`config.mk`:
```
export PLATFORM = sky130hd
export DESIGN_NAME = btn_filter_multi
export DESIGN_NICKNAME = d
export VERILOG_FILES = /design/src/rtl/btn_pkg.sv /design/src/rtl/btn_filter_ch.sv /design/src/rtl/btn_filter_multi.sv
export SDC_FILE = /design/constraint.sdc
export NUM_CORES = 1
export LEC_CHECK = 0
export CORE_ASPECT_RATIO = 0.7
export CORE_MARGIN = 3
export CORE_UTILIZATION = 55
export DETAILED_ROUTE_END_ITERATION = 10
export PLACE_DENSITY = 0.78
export SLEW_MARGIN = 20
export SYNTH_ARGS = -nofsm -noshare
export SYNTH_HDL_FRONTEND = slang
export SYNTH_HIERARCHICAL = 1
export SYNTH_SLANG_ARGS = --single-unit
export TNS_END_PERCENT = 100
```
`constraint.sdc`:
```
create_clock -name CLK -period 1.9 [get_ports CLK]
set_input_delay 0.38 -clock CLK [delete_from_list [all_inputs] [get_ports CLK]]
set_output_delay 0.38 -clock CLK [all_outputs]
set_load 0.01 [all_outputs]
```
`src/rtl/btn_pkg.sv`:
```
// Shared defaults and helpers for the multi-channel button filter.
package btn_pkg;

  localparam int CNTR_WIDTH_DEF = 4;
  localparam int LONG_WIDTH_DEF = 8;

  // True when the low w bits of v are all ones and the rest are zero.
  function automatic logic all_ones(input logic [31:0] v, input int unsigned w);
    return v == 32'((64'd1 << w) - 64'd1);
  endfunction

endpackage

```
`src/rtl/btn_filter_ch.sv`:
```
// One button channel: 2-flop synchroniser, CE-paced debounce, stable level,
// press/release pulses and a single long-press pulse per accepted press.
module btn_filter_ch
  import btn_pkg::*;
#(
  parameter int   CNTR_WIDTH = CNTR_WIDTH_DEF,
  parameter int   LONG_WIDTH = LONG_WIDTH_DEF,
  parameter logic INV        = 1'b0
) (
  input  logic clk,
  input  logic rst,
  input  logic ce,
  input  logic btn,
  output logic level,
  output logic press,
  output logic rel,
  output logic hold,
  output logic press_next
);

  logic                  d, s1, s2;
  logic [CNTR_WIDTH-1:0] fc;
  logic [LONG_WIDTH-1:0] hc, hc_inc;
  logic                  fc_full, hc_full, accept, hold_set;

  assign fc_full    = all_ones(32'(fc), CNTR_WIDTH);
  assign hc_full    = all_ones(32'(hc), LONG_WIDTH);
  assign hc_inc     = hc + 1'b1;
  assign accept     = (s1 != s2) && ce && fc_full;
  assign press_next = accept && s1;
  // An accept edge clears HC, so a release acceptance can never fire a long pulse.
  assign hold_set   = s2 && ce && !accept && !hc_full && all_ones(32'(hc_inc), LONG_WIDTH);
  assign level      = s2;

  always_ff @(posedge clk) begin
    if (rst) begin
      d     <= 1'b0;
      s1    <= 1'b0;
      s2    <= 1'b0;
      fc    <= '0;
      hc    <= '0;
      press <= 1'b0;
      rel   <= 1'b0;
      hold  <= 1'b0;
    end else begin
      d     <= btn ^ INV;
      s1    <= d;
      press <= accept && s1;
      rel   <= accept && !s1;
      hold  <= hold_set;

      if (s1 == s2) begin
        fc <= '0;
      end else if (ce) begin
        if (fc_full) begin
          s2 <= s1;
          fc <= '0;
        end else begin
          fc <= fc + 1'b1;
        end
      end

      if (accept || !s2)
        hc <= '0;
      else if (ce && !hc_full)
        hc <= hc_inc;
    end
  end

endmodule

```
`src/rtl/btn_filter_multi.sv`:
```
// N_CH independent debounced button channels sharing one CE tick, plus a
// registered any-press flag aligned with the per-channel press pulses.
module btn_filter_multi
  import btn_pkg::*;
#(
  parameter int              N_CH       = 4,
  parameter int              CNTR_WIDTH = CNTR_WIDTH_DEF,
  parameter int              LONG_WIDTH = LONG_WIDTH_DEF,
  parameter logic [N_CH-1:0] INV_MASK   = '0
) (
  input  logic            CLK,
  input  logic            RST,
  input  logic            CE,
  input  logic [N_CH-1:0] BTN_IN,
  output logic [N_CH-1:0] BTN_OUT,
  output logic [N_CH-1:0] BTN_PRESS,
  output logic [N_CH-1:0] BTN_RELEASE,
  output logic [N_CH-1:0] BTN_LONG,
  output logic            BTN_ANY
);

  logic [N_CH-1:0] press_next;

  for (genvar i = 0; i < N_CH; i++) begin : g_ch
    btn_filter_ch #(
      .CNTR_WIDTH(CNTR_WIDTH),
      .LONG_WIDTH(LONG_WIDTH),
      .INV       (INV_MASK[i])
    ) u_ch (
      .clk       (CLK),
      .rst       (RST),
      .ce        (CE),
      .btn       (BTN_IN[i]),
      .level     (BTN_OUT[i]),
      .press     (BTN_PRESS[i]),
      .rel       (BTN_RELEASE[i]),
      .hold      (BTN_LONG[i]),
      .press_next(press_next[i])
    );
  end

  // Registered from the same accept terms so it lines up with BTN_PRESS.
  always_ff @(posedge CLK) begin
    if (RST) BTN_ANY <= 1'b0;
    else     BTN_ANY <= |press_next;
  end

endmodule
```
==> results.json <==
{
  "run_status": "finished clean",
  "die_y_um": 75.0,
  "skew_ps": 6.52,
  "rsz0062_at_grt": "no",
  "rows": 24,
  "postSynthCellCount": 399,
  "synthesis.area_um2": 3740,
  "cts.sinks": 73,
  "grt_pass1_wl_mm": 11.8,
  "initial_core_util": 0.585,
  "clk_latency_ps": 360,
  "cts_hold_buf": 0,
  "slew_headroom": 0.751,
  "async_flop_share": 0,
  "layoutNonFillerInstCount": 526,
  "dp_hpwl_mm": 4.87,
  "crit_type": "reg -> reg",
  "avgRoutedWirePerCell_um": 13.2,
  "diodes": 0,
  "finalCriticalPeriod_ps": 1750,
  "first_global_vias": 2547,
  "htreeDepth": 3,
  "powerDensity_nw_per_um2": 691,
  "grt_util_all_layers": 0.190,
  "end_kind": "flop",
  "holdWs_ps": 442,
  "core_area_um2": 6400,
  "p_sw_uw": 698,
  "yosysMostFrequentCell": "dfxtp_1",
  "chipWidth_um": 105,
  "slew_viol_final": 0,
  "multi_input_area_um2": 1960,
  "nNetsFinal": 449,
  "cp_max_fo": 10,
  "synthTopCellsByArea": "dfxtp_1, xnor2_1, buf_6, nor2_1, ha_1",
  "synthTopCellsByCount": "dfxtp_1, nor2_1, xnor2_1",
  "cts.clk_slew.worst_paths_ps": 90,
  "cts_inserted_buffers": 9,
  "syn_nets": 418,
  "dieArea_um2": 7840,
  "vdd.ir_drop.worst_v": 0.000379,
  "p_int_mw": 2.22,
  "reg2reg_depth": 5,
  "port_buffers": 23,
  "p_leak_nw": 1.43,
  "synth_edf_count": 0,
  "cts_setup_buffers": 0,
  "yosysTopAreaCell": "dfxtp_1",
  "worstPathRequired_ps": 2160,
  "cts_tree": "built",
  "hold_depth": 1,
  "clock.fmax_mhz": 571,
  "pin_count": 24,
  "seq_area_frac_synth": 0.391,
  "dp.cells": 510,
  "area_growth_syn_to_layout_pct": 12.9,
  "setup_viol": 0,
  "swShare": 0.239,
  "synth_cell_types": 35,
  "drt_first_pass_iters": 4,
  "ant_nets": 0,
  "fillers": 519,
  "antenna_found_initial": 0,
  "gr-total-overflow": 0,
  "wl_mm": 6.92,
  "place.gp.congestion": 0.871,
  "avgSynthCellArea_um2": 9.37,
  "hold_viol": 0,
  "comb_power_share": 0.031,
  "tightest_slew_ps": 373,
  "pwr-share-seq": 0.529,
  "cts_buffer_depth": 2,
  "drc": 0,
  "cts_root_buf": "clkbuf_8",
  "crit_arrival_ps": 2010,
  "regArea_um2": 1460,
  "vias": 2877,
  "yosys_register_bits": 73,
  "clkPwrFrac": 0.440,
  "drt_iter0_markers": 112,
  "grt_max_degree": 25,
  "startpoint_type": "flop",
  "synth_top_area_frac": 0.391,
  "fin_crit_sh": 0.921,
  "cap_violations": 0,
  "hold_path.class": "reg -> reg",
  "ys.flop_type": "dfxtp_1",
  "viasPerCell": 5.47,
  "synth_warnings": 6,
  "drive_gt1_frac": 0.152
}
-- worst paths after layout --
path,slack [ps],from,to
max,150,g_ch[1].u_ch/hc[0],g_ch[1].u_ch/hold
min,440,g_ch[3].u_ch/d,g_ch[3].u_ch/s1
max reg2reg,150,g_ch[1].u_ch/hc[0],g_ch[1].u_ch/hold
min reg2reg,440,g_ch[3].u_ch/d,g_ch[3].u_ch/s1
-- metal layers --
layer,part of all wire,track usage,wire length (um),vias up
li1,-,-,-,1467
met1,0.50,0.253,3430,1333
met2,0.44,0.290,3050,68
met3,0.051,0.0737,355,9
met4,0.013,0.0575,89,0
met5,0,0,0,-
-- registers in the layout (all words and copies together), names as in the netlist --
signal	flops
g_ch.u_ch/s1	4
g_ch.u_ch/hc	32
BTN_ANY	1
g_ch.u_ch/press	4
g_ch.u_ch/fc	16
g_ch.u_ch/rel	4
g_ch.u_ch/hold	4
g_ch.u_ch/level	4
g_ch.u_ch/d	4
-- critical path, cell delays in order, from the launching register on --
cell and delay (ps):
dfxtp_1 460, ha_1 410, nand3_1 140, xnor2_1 210, nand4_1 160, a2111oi_2 280
-- cell type report --
| type | count | share of cell area |
|---|---|---|
| Tap cell | 91 | 0.0270 |
| Clock buffer | 9 | 0.0294 |
| Sequential cell | 73 | 0.346 |
| Clock inverter | 7 | 0.0199 |
| Multi-Input combinational cell | 286 | 0.465 |
| Timing Repair Buffer | 44 | 0.0978 |
| Inverter | 16 | 0.0142 |
-- metrics by stage --
| step | power, mW | util | setup TNS, ps | setup slack, ps | area, um2 |
|---|---|---|---|---|---|
| final | 2.92 | 0.660 | 0 | 150 | 4220 |
| after global routing | 3.04 | 0.660 | 0 | 18.0 | 4220 |
| after CTS | 2.96 | 0.659 | 0 | 158 | 4220 |
| after detailed placement | 1.67 | 0.627 | -580 | -77.7 | 4010 |
| after global placement | 1.67 | 0.627 | -104 | -23.0 | 4010 |
| after floorplan | 1.63 | - | 0 | 454 | 3740 |
-- cells in the final DEF, fill, tap and decap left out, types with 8 or more instances in the layout --
master,n
clkbuf_8,9
buf_4,19
clkdlybuf4s50_1,23
inv_1,16
dfxtp_1,73
nand2b_1,8
nor2b_1,16
ha_1,11
nand2_1,20
xnor2_1,28
xor2_1,12
a21oi_1,16
nor2_1,49
nand4_1,20
a211oi_1,8
a31oi_1,12
nand3_1,12
-- kinds of logic (layout without fill, tap and decap cells) --
group,after synthesis,after routing,share of synthesized area
muxes,4,4,0.0107
DFF,73,73,0.391
xor gates and xnor gates,40,40,0.0937
and+or+nand+nor,158,158,0.233
buffers and inverters,40,76,0.0843
adders and majority gates,12,12,0.0402
AOI/OAI and AO/OA,72,72,0.147
-- power by group through the flow --
| stage | registers, mW | logic, mW | clock network (mW) |
|---|---|---|---|
| global route | 1.55 | 0.0980 | 1.39 |
| global placement | 1.58 | 0.0878 | 0 |
| detailed placement | 1.58 | 0.0892 | 0 |
| finish | 1.54 | 0.0891 | 1.28 |
| floorplan | 1.58 | 0.0513 | 0 |
| CTS | 1.54 | 0.0895 | 1.32 |
-- what timing repair did --
item,4_1_cts,5_1_grt
endpoints found under the hold margin,0,0
gates resized for setup,0,1
setup endpoints to repair,0,1
Power figures use the tool's default switching activity.
